### src/rtl/mem_access_pkg.sv
// mem_access_pkg: shared widths, memory-mode and register-write encodings, FSM states
package mem_access_pkg;
  localparam int DATA_WIDTH = 32;
  localparam int RADDR_WIDTH = 5;
  localparam int MEM_MODE_WIDTH = 3;
  localparam int BE_WIDTH = 4;
  localparam logic [MEM_MODE_WIDTH-1:0] MEM_BYTE = 3'd0;
  localparam logic [MEM_MODE_WIDTH-1:0] MEM_HWORD = 3'd1;
  localparam logic [MEM_MODE_WIDTH-1:0] MEM_WORD = 3'd2;
  localparam logic [MEM_MODE_WIDTH-1:0] MEM_BYTEU = 3'd3;
  localparam logic [MEM_MODE_WIDTH-1:0] MEM_HWORDU = 3'd4;
  localparam logic REG_WR_EN = 1'b0;
  localparam logic REG_WR_DIS = 1'b1;
  typedef enum logic [1:0] {MA_IDLE, MA_REQ, MA_RESP, MA_DONE} ma_state_t;
endpackage

### src/rtl/mem_store_align.sv
// mem_store_align: store byte enables, lane-replicated data and alignment check
module mem_store_align
  import mem_access_pkg::*;
(
  input  logic [MEM_MODE_WIDTH-1:0] mode,
  input  logic [1:0]                addr,
  input  logic [DATA_WIDTH-1:0]     rs2,
  output logic [BE_WIDTH-1:0]       be,
  output logic [DATA_WIDTH-1:0]     wdata,
  output logic                      misaligned
);
  logic half, word;
  always_comb begin
    half = mode == MEM_HWORD || mode == MEM_HWORDU;
    word = mode == MEM_WORD;
    be = word ? 4'b1111 : half ? (addr[1] ? 4'b1100 : 4'b0011) : 4'b0001 << addr;
    wdata = word ? rs2 : half ? {2{rs2[15:0]}} : {4{rs2[7:0]}};
    misaligned = (half & addr[0]) | (word & |addr);
  end
endmodule

### src/rtl/mem_access.sv
// mem_access: memory pipeline stage with dmem handshake, stall control and MEM/WB register
module mem_access
  import mem_access_pkg::*;
(
  input  logic                      clk,
  input  logic                      rst_n,
  input  logic                      ex_valid,
  input  logic                      ex_mem_read,
  input  logic                      ex_mem_write,
  input  logic [MEM_MODE_WIDTH-1:0] ex_mem_mode,
  input  logic                      ex_mem_to_reg,
  input  logic                      ex_reg_web,
  input  logic [RADDR_WIDTH-1:0]    ex_rd,
  input  logic [DATA_WIDTH-1:0]     ex_alu_result,
  input  logic [DATA_WIDTH-1:0]     ex_rs2_data,
  output logic                      mem_stall,
  output logic                      dmem_req,
  output logic                      dmem_we,
  output logic [BE_WIDTH-1:0]       dmem_be,
  output logic [DATA_WIDTH-1:0]     dmem_addr,
  output logic [DATA_WIDTH-1:0]     dmem_wdata,
  input  logic                      dmem_gnt,
  input  logic                      dmem_rvalid,
  input  logic [DATA_WIDTH-1:0]     dmem_rdata,
  output logic                      wb_mem_read,
  output logic                      wb_mem_to_reg,
  output logic                      wb_reg_web,
  output logic [MEM_MODE_WIDTH-1:0] wb_mem_mode,
  output logic [RADDR_WIDTH-1:0]    wb_rd,
  output logic [DATA_WIDTH-1:0]     wb_alu_result,
  output logic [DATA_WIDTH-1:0]     wb_mem_rdata,
  output logic                      misalign_err
);
  ma_state_t state, state_nx;
  logic access, is_load, mis, go;
  logic [BE_WIDTH-1:0] st_be;
  logic [DATA_WIDTH-1:0] st_wdata, rdata_q;
  mem_store_align u_align (
    .mode(ex_mem_mode), .addr(ex_alu_result[1:0]), .rs2(ex_rs2_data),
    .be(st_be), .wdata(st_wdata), .misaligned(mis)
  );
  always_comb begin
    access = ex_valid & (ex_mem_read | ex_mem_write);
    is_load = ex_mem_read & ~ex_mem_write;
    go = state == MA_IDLE && access && !mis;
    mem_stall = go || state == MA_REQ || state == MA_RESP;
    state_nx = go ? MA_REQ
             : state == MA_REQ ? (dmem_gnt ? (is_load ? MA_RESP : MA_DONE) : MA_REQ)
             : state == MA_RESP ? (dmem_rvalid ? MA_DONE : MA_RESP)
             : MA_IDLE;
  end
  always_ff @(posedge clk) begin
    if (!rst_n) begin
      state <= MA_IDLE;
      dmem_req <= 1'b0;
      dmem_we <= 1'b0;
      dmem_be <= '0;
      dmem_addr <= '0;
      dmem_wdata <= '0;
      rdata_q <= '0;
      misalign_err <= 1'b0;
      wb_mem_read <= 1'b0;
      wb_mem_to_reg <= 1'b0;
      wb_reg_web <= REG_WR_DIS;
      wb_mem_mode <= MEM_WORD;
      wb_rd <= '0;
      wb_alu_result <= '0;
      wb_mem_rdata <= '0;
    end else begin
      state <= state_nx;
      misalign_err <= state == MA_IDLE && access && mis;
      if (go) begin
        dmem_req <= 1'b1;
        dmem_we <= ~is_load;
        dmem_be <= is_load ? '1 : st_be;
        dmem_addr <= {ex_alu_result[DATA_WIDTH-1:2], 2'b00};
        dmem_wdata <= is_load ? '0 : st_wdata;
      end else if (state == MA_REQ && dmem_gnt) dmem_req <= 1'b0;
      if (state == MA_RESP && dmem_rvalid) rdata_q <= dmem_rdata;
      // stalled cycles become bubbles so the register file sees the instruction once
      wb_mem_read <= !mem_stall && ex_valid && is_load;
      wb_mem_to_reg <= !mem_stall && ex_valid && ex_mem_to_reg;
      wb_reg_web <= (mem_stall || !ex_valid || (access && mis)) ? REG_WR_DIS : ex_reg_web;
      wb_mem_mode <= ex_mem_mode;
      wb_rd <= ex_rd;
      wb_alu_result <= ex_alu_result;
      wb_mem_rdata <= (state == MA_DONE && is_load) ? rdata_q : '0;
    end
  end
endmodule
### config.mk
export PLATFORM = sky130hd
export DESIGN_NAME = mem_access
export DESIGN_NICKNAME = d
export VERILOG_FILES = /design/src/rtl/mem_access_pkg.sv /design/src/rtl/mem_store_align.sv /design/src/rtl/mem_access.sv
export SDC_FILE = /design/constraint.sdc
export NUM_CORES = 1
export LEC_CHECK = 0
export CORE_ASPECT_RATIO = 0.9
export CORE_UTILIZATION = 25
export DETAILED_ROUTE_END_ITERATION = 12
export PLACE_DENSITY = 0.49
export SLEW_MARGIN = 20
export SYNTH_ARGS = -nofsm -noshare
export SYNTH_HDL_FRONTEND = slang
export SYNTH_SLANG_ARGS = --single-unit
### constraint.sdc
create_clock -name clk -period 6 [get_ports clk]
set_clock_uncertainty 0.1 [all_clocks]
set_input_delay 1.8 -clock clk [delete_from_list [all_inputs] [get_ports clk]]
set_output_delay 1.8 -clock clk [all_outputs]
set_load 0.05 [all_outputs]
==> results of run 1 <==
cells in the mapped netlist, types with 6 or more instances:
cell type	count
a22o_1	8
nor3b_1	9
and2_1	49
a2111oi_0	9
dfxtp_1	178
a21oi_1	35
a32o_1	8
o21ai_0	6
o32ai_1	12
o22ai_1	8
buf_2	8
mux2i_1	42
clkbuf_1	36
inv_1	32
o21a_1	9
nand2_1	154
nor2_1	22
power groups by stage:
| stage | registers [mW] | clock network [mW] | logic [mW] |
|---|---|---|---|
| 6_report | 1.26 | 1.16 | 0.520 |
| 5_1_grt | 1.26 | 1.26 | 0.550 |
| 4_1_cts | 1.26 | 1.21 | 0.525 |
| 3_5_place_dp | 1.28 | 0 | 0.523 |
| 3_3_place_gp | 1.28 | 0 | 0.525 |
| 2_1_floorplan | 1.44 | 0 | 0.139 |
metrics by stage:
stage,util,area [um^2]
floorplan,-,6331
global placement,0.3756,9213
detailed placement,0.3758,9218
CTS,0.4008,9829
global route,0.4008,9829
finish,0.4008,9829
area by class of cell:
type	instances	area share
Clock buffer	17	0.04328
Clock inverter	15	0.01897
Inverter	33	0.01260
Multi-Input combinational cell	414	0.2482
Sequential cell	178	0.3625
Tap cell	336	0.04277
Timing Repair Buffer	269	0.2716
per-layer routing:
layer	wire, um	vias to the layer above
met3	2028	20
met4	281	0
li1	-	2732
met5	0	-
met2	8554	204
met1	8956	2485
how the worst max path moves through the flow:
| stage | from | end |
|---|---|---|
| 2_1_floorplan | ex_mem_mode[0] | mem_stall |
| 3_5_place_dp | ex_mem_mode[2] | mem_stall |
| 5_1_grt | ex_mem_mode[1] | mem_stall |
| 4_1_cts | ex_mem_mode[2] | mem_stall |
| 6_report | ex_mem_mode[2] | mem_stall |
| 3_3_place_gp | ex_mem_mode[2] | mem_stall |
worst max-delay path, cell delays in order:
cell             delay, ns
clkdlybuf4s50_1       0.45
nor2_1                0.53
a31o_2                0.37
nor3_2                0.08
a21o_1                0.19
buf_12                0.15
cells by family (layout without fill, tap and decap cells):
family / Yosys count / in the layout / share of synthesized area
muxes: 42 / 42 / 0.06644
AOI/OAI and AO/OA: 110 / 110 / 0.1234
buffers and inverters: 83 / 334 / 0.05438
and+or+nand+nor: 260 / 260 / 0.1920
other: 1 / 2 / 0.0005927
DFF: 178 / 178 / 0.5632
==> impl_metrics.tcl, run 1 <==
set metrics [dict create \
    fmaxAchievable_ghz 0.1825 \
    leading_cell_type_in_the_layout_fill_and_taps_excluded "clkdlybuf4s50_1" \
    endpoint_worst_hold "wb_mem_rdata[23]" \
    rr_startpoint "state[1]" \
    timing.final.crit_share 0.9131 \
    num-fill-cells 2453 \
    synth_top_flop_cell "dfxtp_1" \
    global_routing_met3_resource_utilization 0.06551 \
    fraction_of_layout_instances_using_a_drive_strength_above_1 0.05940 \
    cell_type_with_the_largest_total_area_after_synthesis "dfxtp_1" \
    post-synth-top-area-fraction 0.5632 \
    timing.final.hold_violations 0 \
    power_per_cell_area_nw_per_um2 299.1 \
    path_class "in2out" \
    inserted_diodes 0 \
    cts_hold_repair.buffers 0 \
    ff_latch_area_um2 3563 \
    multiInputGateArea_um2 2440 \
    via_count 5441 \
    drtAntennaViolNets 0 \
    slew-limit-headroom 0.3504 \
    final-instance-count-excl-fill 1262 \
    gpl.final_weighted_congestion 0.7448 \
    r2r.worst_path.cells 4 \
    cts-root-buf "clkbuf_16" \
    syn-mean-instance-area_um2 9.388 \
    grt_pass1_wl_mm 30.31 \
    initial_core_util 0.2580 \
    h-tree-depth 4 \
    number_of_violations_reported_at_the_end_of_detailed_routing_iteration_0 317 \
    ys_seq_area_frac 0.5632 \
    grt_most_used_layer "met2" \
    cp.arrival_ns 3.58 \
    areaGrowthSynthToFinish_pct 55.35 \
    use_met2 0.2293 \
    groute.usage.overall 0.1523 \
    worst_slack_after_detailed_placement_ns 0.5405 \
    core_area_um2 24530 \
    cap_viol_max_count 0 \
    clock_power_share 0.396 \
    ys_top_cells_by_area "dfxtp_1, nand2_1, mux2i_1, and2_1, a21oi_1" \
    cts.sink_count 178 \
    drt_pre_antenna_iters 4 \
    r2r-end "dmem_wdata[15]" \
    clkSlewWorstSetupHoldPaths_ns 0.08 \
    r2r_setup_slack_ns 3.54 \
    vdd.ir_drop.worst_mv 0.1291 \
    outcome "completed" \
    rsz0062_at_grt "false" \
    pwr-share-seq 0.427 \
    timing.final.ws_setup_ns 0.5216 \
    grt_max_degree 60 \
    design.portCount 260 \
    cp-end-kind "output port" \
    die-area_um2 25950 \
    postSynthRegisterBits 178 \
    setup_viol_count_final 0 \
    post-route-min-period_ns 5.478 \
    cts_tree "built" \
    cp_startpoint_kind "input pin" \
    placement_row_count 54 \
    p_comb_frac 0.177 \
    numCtsBuffers 17 \
    crit_path_max_fanout 10 \
    grt_antenna_before_repair 0 \
    net-switching-power_mw 0.9022 \
    route.final.wire_length_mm 19.82 \
    netlist_instances 674 \
    die_width_um 169.7 \
    port-buffer-count 257 \
    ys_async_sr_fraction 0 \
    post-cts-setup-buffers 0 \
    placed_cells 1230 \
    first_global_vias 5297 \
    die_y_um 152.9 \
    holdCritStartpoint "rdata_q[23]" \
    synth_warnings 0 \
    dp.final_hpwl_mm 13.69 \
    clockBufferDepth 2 \
    groute.layer.met1.usage 0.1955 \
    fin_tns_setup_ns 0 \
    synth_enable_flop_cells 0 \
    switch_share 0.3068 \
    hold_path_class "reg2reg" \
    remaining_drcs 0 \
    p_total_mw 2.940 \
    synth_area_um2 6327 \
    globalRouteOverflowTotal 0 \
    crit_required_ns 4.10 \
    hold_slack_ns 0.3493 \
    via_per_inst 4.311 \
    most-common-layout-cells "clkdlybuf4s50_1, dfxtp_1, nand2_1, and2_1, mux2i_1" \
    internal_power_mw 2.038 \
    wl_per_cell_um 15.71 \
    cts-resized-gates 0 \
    fin_nets 1026 \
    timing_max_transition_violations_final 0 \
    worst_hold_path_depth 1 \
    worstMarginPinSlew_ns 0.9745 \
    cellLeakagePower_nw 3.937 \
    yosysUniqueCellTypes 45 \
    clk_latency_ns 0.43 \
]
(Power assumes the default switching activity.)
==> inputs of run 2 (changes only) <==
- MAX_ROUTING_LAYER: not set -> met4
- PLACE_DENSITY: 0.49 -> not set
- SETUP_SLACK_MARGIN: not set -> 0.5
==> run 2 against run 1 <==
  * Maximum frequency grew 1.5%
  * Sequential cell count stayed put
  * Cell area grew 0.11%
  * Critical path depth rose by 1
  * Wire length is 2.9% lower
  * Die area unchanged
  * Combinational power down 0.8%
  * Worst setup slack improved by 0.084 ns
  * Highest routed layer unchanged
==> impl_metrics.tcl, run 2 (same netlist as run 1, synthesis figures left out) <==
set metrics [dict create \
    cp-end-kind "output port" \
    critical_path.startpoint "ex_mem_mode[2]" \
    worst_slack_after_detailed_placement_ns 0.5075 \
    areaGrowthSynthToFinish_pct 55.53 \
    multiInputGateArea_um2 2449 \
    number_of_violations_reported_at_the_end_of_detailed_routing_iteration_0 301 \
    core_area_um2 24530 \
    most-common-layout-cells "clkdlybuf4s50_1, dfxtp_1, nand2_1, and2_1, mux2i_1" \
    crit_required_ns 4.10 \
    rr_startpoint "state[1]" \
    crit_path_max_fanout 17 \
    globalRouteOverflowTotal 0 \
    route.final.wire_length_mm 19.24 \
    placement_row_count 54 \
    grt_max_degree 91 \
    die_width_um 169.7 \
    path_class "in2out" \
    fin_tns_setup_ns 0 \
    timing.final.ws_setup_ns 0.6052 \
    vdd.ir_drop.worst_mv 0.1674 \
    critical_path_buf_inv_count 3 \
    critical_path.top_delay_family "buffers and inverters" \
    clockBufferDepth 2 \
    cts-root-buf "clkbuf_16" \
    fraction_of_layout_instances_using_a_drive_strength_above_1 0.06257 \
    remaining_drcs 0 \
    numCtsBuffers 17 \
    rsz0062_at_grt "false" \
    holdCritStartpoint "rdata_q[14]" \
    leading_cell_type_in_the_layout_fill_and_taps_excluded "clkdlybuf4s50_1" \
    initial_core_util 0.2580 \
    via_per_inst 4.385 \
    die-area_um2 25950 \
    cp.arrival_ns 3.49 \
    cts_tree "built" \
    post-route-min-period_ns 5.395 \
    dp.final_hpwl_mm 13.43 \
    grt_pass1_wl_mm 29.66 \
    slowest_delay_ns 0.54 \
    clk_latency_ns 0.42 \
    timing_max_transition_violations_final 0 \
    num-fill-cells 2452 \
    worstMarginPinSlew_ns 0.9752 \
    setup_viol_count_final 0 \
    h-tree-depth 4 \
    slew-limit-headroom 0.3499 \
    design.portCount 260 \
    port-buffer-count 257 \
    groute.usage.overall 0.1527 \
    crit_slowest_cell "clkdlybuf4s50_1" \
    timing.final.crit_share 0.8991 \
    gpl.final_weighted_congestion 0.7645 \
    outcome "completed" \
    path_cells "clkdlybuf4s50_1 > buf_6 > nor4bb_2 > a31o_2 > nor3_2 > a21o_1 > buf_4" \
    drtAntennaViolNets 0 \
    ff_latch_area_um2 3563 \
    cp_startpoint_kind "input pin" \
    fin_nets 1027 \
    cap_viol_max_count 0 \
    clkSlewWorstSetupHoldPaths_ns 0.07 \
    cellLeakagePower_nw 3.944 \
    drt_pre_antenna_iters 4 \
    timing.final.hold_violations 0 \
    cts_hold_repair.buffers 0 \
    first_global_vias 5414 \
    wl_per_cell_um 15.22 \
    hold_path_class "reg2reg" \
    power_per_cell_area_nw_per_um2 296.7 \
    fmaxAchievable_ghz 0.1854 \
    grt_antenna_before_repair 1 \
    via_count 5543 \
    cts.sink_count 178 \
    die_y_um 152.9 \
]
run 2: worst reg2reg max path: cells and delay by family, from the launching register on:
family / cells / cell delay, ns
flops: 1 / 0.37
compound gates: 1 / 0.42
simple gates: 3 / 1.48
run 2: metrics by stage:
stage	util	power, mW	hold WS (ns)	cells	instance area (um^2)
6_report	0.4012	2.920	0.3499	1264	9841
3_5_place_dp	0.3750	1.800	0.3379	1229	9198
2_1_floorplan	-	1.584	0.3296	675	6331
3_3_place_gp	0.3748	1.798	0.3347	1229	9193
5_1_grt	0.4012	3.043	0.3575	1264	9841
4_1_cts	0.4001	2.966	0.3528	1261	9813
run 2: timing repair:
item                                    4_1_cts  5_1_grt
endpoints found under the setup margin        1        1
setup buffers                                 0        2
pin swaps                                     0        0
gates resized for setup                       1        2
run 2: layout make-up:
class / count / share of cell area
tap: 336 / 0.04272
timing repair buffer: 270 / 0.2712
multi-input combinational: 414 / 0.2488
sequential: 178 / 0.3621
clock buffer: 17 / 0.04323
antenna: 1 / 0.0002543
inverter: 33 / 0.01259
clock inverter: 15 / 0.01907
run 2: report_power, final:
part           switching [mW]  internal (mW)
Combinational           0.316          0.200
Clock                   0.545          0.603
Sequential             0.0234           1.23
Total                   0.884           2.04
run 2: worst paths after layout:
kind                                        to  slack [ns]  cells past startpoint
worst max register to register  dmem_wdata[25]        3.53                      4
worst min register to register     rdata_q[14]        0.35                      2
worst min-delay path               rdata_q[14]        0.35                      2
worst max-delay path                 mem_stall        0.61                      7
run 2: metal layers:
metal	track usage	wire, um	vias up
met4	0.04762	200	0
met1	0.1847	8576	2586
li1	-	-	2736
met3	0.05412	1730	14
met2	0.2359	8733	207
met5	-	0	-
